--- config.mk ---
export PLATFORM = sky130hd
export DESIGN_NAME = imem_loader
export DESIGN_NICKNAME = d
export VERILOG_FILES = /design/src/rtl/imem_loader.sv
export SDC_FILE = /design/constraint.sdc
export NUM_CORES = 1
export LEC_CHECK = 0
export CORE_MARGIN = 2
export CORE_UTILIZATION = 45
export DETAILED_ROUTE_END_ITERATION = 8
export HOLD_SLACK_MARGIN = 0.1
export PLACE_DENSITY = 0.86
export RECOVER_POWER = 50
export SLEW_MARGIN = 20
export SYNTH_ARGS = -nofsm -noshare
export SYNTH_HDL_FRONTEND = slang
export SYNTH_SLANG_ARGS = --single-unit
--- constraint.sdc ---
create_clock -name clk -period 1.8 [get_ports clk]
set_clock_uncertainty 0.05 [all_clocks]
set_input_delay 0.45 -clock clk [delete_from_list [all_inputs] [get_ports clk]]
set_output_delay 0.45 -clock clk [all_outputs]
set_load 0.02 [all_outputs]
--- src/rtl/imem_loader.sv ---
// Byte-stream to 32-bit instruction-memory loader: packs big-endian bytes into words,
// writes one word per cycle and flags partial/overflow sessions. Macro: IMEM_LOADER_CHECKSUM_EN.
module imem_loader #(
  parameter int ADDR_W = 8
) (
  input  logic              clk,
  input  logic              rst_n,
  input  logic              start,
  input  logic              byte_valid,
  input  logic [7:0]        byte_data,
  input  logic              byte_last,
  output logic              byte_ready,
  output logic              mem_we,
  output logic [ADDR_W-1:0] mem_addr,
  output logic [31:0]       mem_wdata,
  output logic              busy,
  output logic              done,
  output logic [ADDR_W:0]   word_count,
  output logic              err_partial,
  output logic              err_overflow,
  output logic [31:0]       checksum
);

  typedef enum logic [1:0] {S_IDLE, S_LOAD, S_WRITE, S_DONE} state_t;

  state_t              r_state;
  state_t              w_next;
  logic [1:0]          r_idx;
  logic [23:0]         r_asm;
  logic [ADDR_W-1:0]   r_addr;
  logic [ADDR_W-1:0]   r_mem_addr;
  logic [31:0]         r_mem_wdata;
  logic                r_last_seen;
  logic [ADDR_W:0]     r_word_count;
  logic                r_err_partial;
  logic                r_err_overflow;

  logic                w_accept;
  logic                w_word_end;
  logic                w_start_sess;
  logic                w_at_top;
  logic [31:0]         w_insert;

  assign w_accept   = (r_state == S_LOAD) && byte_valid;
  assign w_word_end = (r_idx == 2'd3) || byte_last;
  assign w_at_top   = (r_addr == {ADDR_W{1'b1}});

  // Inserting a byte also clears the lower lanes, so a short final word is zero-padded.
  always_comb begin
    w_insert = 32'h0;
    case (r_idx)
      2'd0:    w_insert = {byte_data, 24'h0};
      2'd1:    w_insert = {r_asm[23:16], byte_data, 16'h0};
      2'd2:    w_insert = {r_asm[23:8], byte_data, 8'h0};
      default: w_insert = {r_asm, byte_data};
    endcase
  end

  always_ff @(posedge clk) begin
    if (!rst_n) r_state <= S_IDLE;
    else        r_state <= w_next;
  end

  always_comb begin
    w_next       = r_state;
    byte_ready   = 1'b0;
    mem_we       = 1'b0;
    busy         = 1'b0;
    done         = 1'b0;
    w_start_sess = 1'b0;
    case (r_state)
      S_IDLE: begin
        if (start) begin
          w_next       = S_LOAD;
          w_start_sess = 1'b1;
        end
      end
      S_LOAD: begin
        byte_ready = 1'b1;
        busy       = 1'b1;
        if (w_accept && w_word_end) w_next = S_WRITE;
      end
      S_WRITE: begin
        mem_we = 1'b1;
        busy   = 1'b1;
        if (r_last_seen || w_at_top) w_next = S_DONE;
        else                         w_next = S_LOAD;
      end
      S_DONE: begin
        done = 1'b1;
        if (start) begin
          w_next       = S_LOAD;
          w_start_sess = 1'b1;
        end
      end
      default: w_next = S_IDLE;
    endcase
  end

  always_ff @(posedge clk) begin
    if (!rst_n) begin
      r_idx          <= 2'd0;
      r_asm          <= 24'h0;
      r_addr         <= '0;
      r_mem_addr     <= '0;
      r_mem_wdata    <= 32'h0;
      r_last_seen    <= 1'b0;
      r_word_count   <= '0;
      r_err_partial  <= 1'b0;
      r_err_overflow <= 1'b0;
    end else begin
      if (w_start_sess) begin
        r_idx          <= 2'd0;
        r_asm          <= 24'h0;
        r_addr         <= '0;
        r_last_seen    <= 1'b0;
        r_word_count   <= '0;
        r_err_partial  <= 1'b0;
        r_err_overflow <= 1'b0;
      end
      if (w_accept) begin
        r_asm <= w_insert[31:8];
        r_idx <= r_idx + 2'd1;
        if (w_word_end) begin
          r_mem_wdata <= w_insert;
          r_mem_addr  <= r_addr;
          r_last_seen <= byte_last;
          r_idx       <= 2'd0;
          if (byte_last && (r_idx != 2'd3)) r_err_partial <= 1'b1;
        end
      end
      // The address saturates at the top word; the session ends there instead of wrapping.
      if (r_state == S_WRITE) begin
        r_word_count <= r_word_count + {{ADDR_W{1'b0}}, 1'b1};
        if (!w_at_top) r_addr <= r_addr + {{(ADDR_W-1){1'b0}}, 1'b1};
        if (!r_last_seen && w_at_top) r_err_overflow <= 1'b1;
      end
    end
  end

  assign mem_addr     = r_mem_addr;
  assign mem_wdata    = r_mem_wdata;
  assign word_count   = r_word_count;
  assign err_partial  = r_err_partial;
  assign err_overflow = r_err_overflow;

`ifdef IMEM_LOADER_CHECKSUM_EN
  logic [31:0] r_checksum;

  always_ff @(posedge clk) begin
    if (!rst_n)                    r_checksum <= 32'h0;
    else if (w_start_sess)         r_checksum <= 32'h0;
    else if (r_state == S_WRITE)   r_checksum <= r_checksum ^ r_mem_wdata;
  end

  assign checksum = r_checksum;
`else
  assign checksum = 32'h0;
`endif

endmodule

# [Word level (Yosys, flattened, before mapping)]
# Index checks and enable logic that the tools add are counted.
[word_totals] reg_bits=88 latch_bits=0 ram_bits=0 mem_bits_ro=0 in_bits=13 output_inout_bits=87 wordCells=69 n_memories=0
[op_classes] add_sub_neg=3 multipliers=0 div=0 n_lt_le_gt_ge=0 eq_ne=10 shift=0 mux=31 bitwise_logic=0 n_reduce_logical=15
[ops] operator="32-bit case mux with 3 select lines" n=1
[ops] operator="24-bit 2-to-1 mux" n=2
[ops] operator="8-bit 2-to-1 mux" n=3
[ops] operator="9-bit 2-to-1 mux" n=2
[ops] operator="1-bit 2-to-1 mux" n=16
[ops] operator="2-bit 2-to-1 mux" n=6
[ops] operator="9-bit by 1-bit adder with 9-bit output (second input constant)" n=1
[ops] operator="8-bit by 1-bit adder with 8-bit output (second input constant)" n=1
[ops] operator="2-bit equality test (second input constant)" n=4
[ops] operator="8-bit equality test (second input constant)" n=1
[ops] operator="2-bit case mux with 3 select lines" n=1
[ops] operator="2-bit by 1-bit equality test with 1-bit output (second input constant)" n=2
[ops] operator="1-bit logical AND" n=4
[ops] operator="2-bit logical NOT" n=2
[ops] operator="2-bit by 1-bit inequality test with 1-bit output (second input constant)" n=2
[ops] operator="2-bit AND reduction" n=2
[ops] operator="2-bit nonzero test" n=2
[ops] operator="2-bit OR reduction" n=2
[ops] operator="2-bit by 1-bit adder with 2-bit output (second input constant)" n=1
[ops] operator="1-bit logical OR" n=2
[ops] operator="2-bit inequality test (second input constant)" n=1
[ops] operator="1-bit logical NOT" n=1

# [Longest topological paths before layout]
[depth] ltp_word=7 mapped_depth=8 depth_no_buf=6

# [Worst setup path before layout]
# Ideal clock, no wire load.
[synth_path] path_kind="flip-flop to flip-flop" startpoint="register r_idx[0]" endpoint="register r_asm[23]" t_arrival_ns=1.620 setup_slack_ns=0.003 path_stages_with_launch=9 path_buffers=2 cell_sequence="dfxtp_1 inv_1 ha_1 buf_6 or3_1 buf_6 a22o_1 a22oi_2 nor2_1"
[synth_via] elab_chain_len=3
[synth_rtl] element="from (decl)" line_no="28" source="logic [1:0] r_idx;"
[synth_rtl] element="from (signal assigned)" line_no="123" source="r_idx <= r_idx + 2'd1;"
[synth_rtl] element="2-bit equality test, or another cell as far along" line_no="51" source="case (r_idx)"
[synth_rtl] element="32-bit case mux with 3 select lines *" line_no="51"
[synth_rtl] element="24-bit 2-to-1 mux *" line_no="121" source="if (w_accept) begin"
[synth_rtl] element="to (signal assigned)" line_no="122" source="r_asm <= w_insert[31:8];"
[synth_rtl] element="to (decl)" line_no="29" source="logic [23:0] r_asm;"
# Every way passes the cells marked *; elsewhere a longest branch is shown, timed or not.
# A chain may end at the register's enable or synchronous reset.

# [Worst setup path in the final report]
[layout_path] startpoint="register r_state[0]" endpoint="output port done"
[layout_via] elab_chain_len=2
[layout_rtl] element="from (decl)" line_no="26" source="state_t r_state;"
[layout_rtl] element="from (signal assigned)" line_no="61" source="else r_state <= w_next;"
[layout_rtl] element="2-bit equality test" line_no="71" source="case (r_state)"
[layout_rtl] element="1-bit 2-to-1 mux" line_no="71"
[layout_rtl] element="to (decl)" line_no="17" source="output logic done,"
# No other way between the ends.

==> impl_metrics.toml <==
[outcome]
outcome = "finished, final reports clean"

[timing]
fin_crit_ns = 1.757
slew_violations = 0
fmax_ghz = 0.5693
setup_viol = 0
finalCritPeriodShare = 0.9759
hold_ws_ns = 0.4041
finalSetupTns_ns = 0
hold_viol = 0

[hold_path]
hp-class = "reg2reg"

[global_route]
grt_max_degree = 65
grt_overflow = 0
grt_pass1_vias = 3558
gr-usage-all-layers = 0.2094
antenna_found_initial = 0
grt_pass1_wl_microns = 16710

[place]
gp_congestion = 0.8333
port_buffers = 67
place_area_sq_um = 4785
post-dp-hpwl_microns = 6938

[power_and_ir_drop]
power_frac_seq = 0.455
power_switching_mw = 1.504
vdd_drop_max_mv = 0.4326
clockPowerShare = 0.298
swShare = 0.3295
p_per_area_nw_per_um2 = 915.3
comb_power_share = 0.247
power_leakage_nw = 2.101
total_power_mw = 4.566
p_int_mw = 3.062

[cells_and_area]
final_core_util = 0.5720
nets = 586
syn2layout_area_growth_pct = 23.59
fillers = 787
drive_gt1_frac = 0.1213
final_common_cell = "nand2_1"
multiInputGateArea_sq_um = 1984
layout_common_cells = "nand2_1, dfxtp_1, a21oi_1, dlygate4sd2_1, nor2_1"
fin_area_sq_um = 4989
final-seq-area_sq_um = 1765
diodes = 0

[cts]
clock-sinks = 88
cts_buffers = 9
htree_levels = 3
ctsRootBufferMaster = "clkbuf_8"
insertion_delay_ns = 0.36
cts.clk_slew.worst_paths_ns = 0.09
holdBufCountCts = 0
cts_tree = "yes"
ctsLongestPathBuffers = 2

[floorplanning]
start_util = 0.4628
die_x_microns = 98.71
rows = 34
dieHeight_microns = 98.71
die-area_sq_um = 9744
design.core.area_sq_um = 8721
ios = 100

[run]
drv_cap = 0

[worst_setup_path]
cp.arrival_ns = 1.26
timing.critical_path.required_ns = 1.30
path_max_fanout = 3
cp-end-kind = "output port"
critPathKind = "reg2out"
critPathLaunchType = "register"

[routing]
drt_wl_total_microns = 10330
firstDrtPassIters = 5
ant_nets = 0
num_vias = 3748
vias_per_cell = 5.536
wl_per_cell_microns = 15.26
drt_iter0_drc = 419
drc = 0

[synth]
yosysWarningCount = 0
synth-seq-cells = 88
yosysSeqAreaShare = 0.4365
synth_area_sq_um = 4036
syn_avg_cell_area_sq_um = 8.204
syn-instance-count = 492
ys_types = 44
-- sequential cells by signal, indices dropped and copies added (netlist names) --
name / flops
r_last_seen: 1
err_overflow: 1
r_addr: 8
r_asm: 24
r_state: 2
r_idx: 2
err_partial: 1
mem_addr: 8
word_count: 9
mem_wdata: 32
-- through the flow --
stage,std cells,worst slack [ns]
after floorplan,523,0.002930
after global placement,657,-0.2661
after detailed placement,657,-0.3227
after CTS,674,0.003413
after global routing,677,-0.03357
final,677,0.04335
-- path summary, 6_finish.rpt --
path,endpoint,slack [ns],cells past startpoint,startpoint
worst max-delay path,done,0.04,3,r_state[0]
worst min-delay path,mem_addr[0],0.40,2,mem_addr[0]
worst max register to register,r_asm[15],0.07,6,r_state[0]
worst min register to register,mem_addr[0],0.40,2,mem_addr[0]
-- logic make-up after synthesis --
family | after synthesis | share of synthesized area
fa+ha+maj | 9 | 0.02790
flops | 88 | 0.4365
mux | 2 | 0.005270
xor+xnor | 2 | 0.004341
simple gates | 180 | 0.1897
compound gates | 136 | 0.2281
other cells | 1 | 0.0009291
buf+inv | 74 | 0.1073
-- synthesized netlist by cell type (all sizes together) --
cell type  instances  area, sq um
nor4               1        6.260
mux2i              1        10.01
nand2             94        352.8
and3               6        37.54
a31oi              1        6.260
ha                 9        112.6
o2111ai            2        17.52
conb               1        3.750
a21oi             52        271.5
inv                7        26.28
o211ai             1        7.510
a22o              16        140.1
and2               3        18.77
xnor2              2        17.52
a311oi             2        17.52
a211oi             2        15.01
or2                2        12.51
o31ai              2        15.01
a32oi              1        8.760
buf               51        346.6
nor2              47        178.9
a41oi              1        8.760
nor3               2        10.01
nand3b             3        22.52
a22oi             33        287.8
o21a               2        15.01
mux2               1        11.26
or3                1        6.260
nand3             13        65.06
and4               1        8.760
nand4              3        18.77
o22ai              1        6.260
clkbuf            16        60.06
dfxtp             88         1762
nand4b             1        8.760
o21ai             20        103.9
nor2b              3        18.77
-- layout make-up --
class	instances	share of cell area
Multi-Input combinational cell	362	0.3978
Sequential cell	88	0.3539
Timing Repair Buffer	96	0.1771
Tap cell	108	0.02709
Clock buffer	9	0.02483
Clock inverter	7	0.01405
Inverter	7	0.005267
-- worst max-delay path, cell delays in order, from the launching register on --
cell and delay [ns]:
dfxtp_1 0.32, buf_4 0.14, ha_1 0.19, clkdlybuf4s15_2 0.25
-- power by group through the flow --
stage | Combinational [mW] | Clock, mW | Sequential (mW)
global placement | 1.02 | 0 | 2.11
CTS | 1.06 | 1.38 | 2.07
global route | 1.22 | 1.46 | 2.08
detailed placement | 1.05 | 0 | 2.12
floorplan | 0.713 | 0 | 2.14
finish | 1.13 | 1.36 | 2.08
-- metal layers --
layer  track usage  wire [microns]  vias to the layer above
met1        0.2569            4389                     1768
met4       0.09589             252                        0
met3       0.05035             721                       25
met5             0               0                        -
met2        0.3485            4971                      168
li1              -               -                     1787
-- what timing repair did --
| item | CTS | global route |
|---|---|---|
| setup endpoints to repair | 86 | 61 |
| resized for setup | 65 | 12 |
| setup buffers | 0 | 2 |
| pin swaps | 0 | 2 |
| gates cloned | 1 | 1 |
No activity file was read; power rests on OpenSTA's default activity.
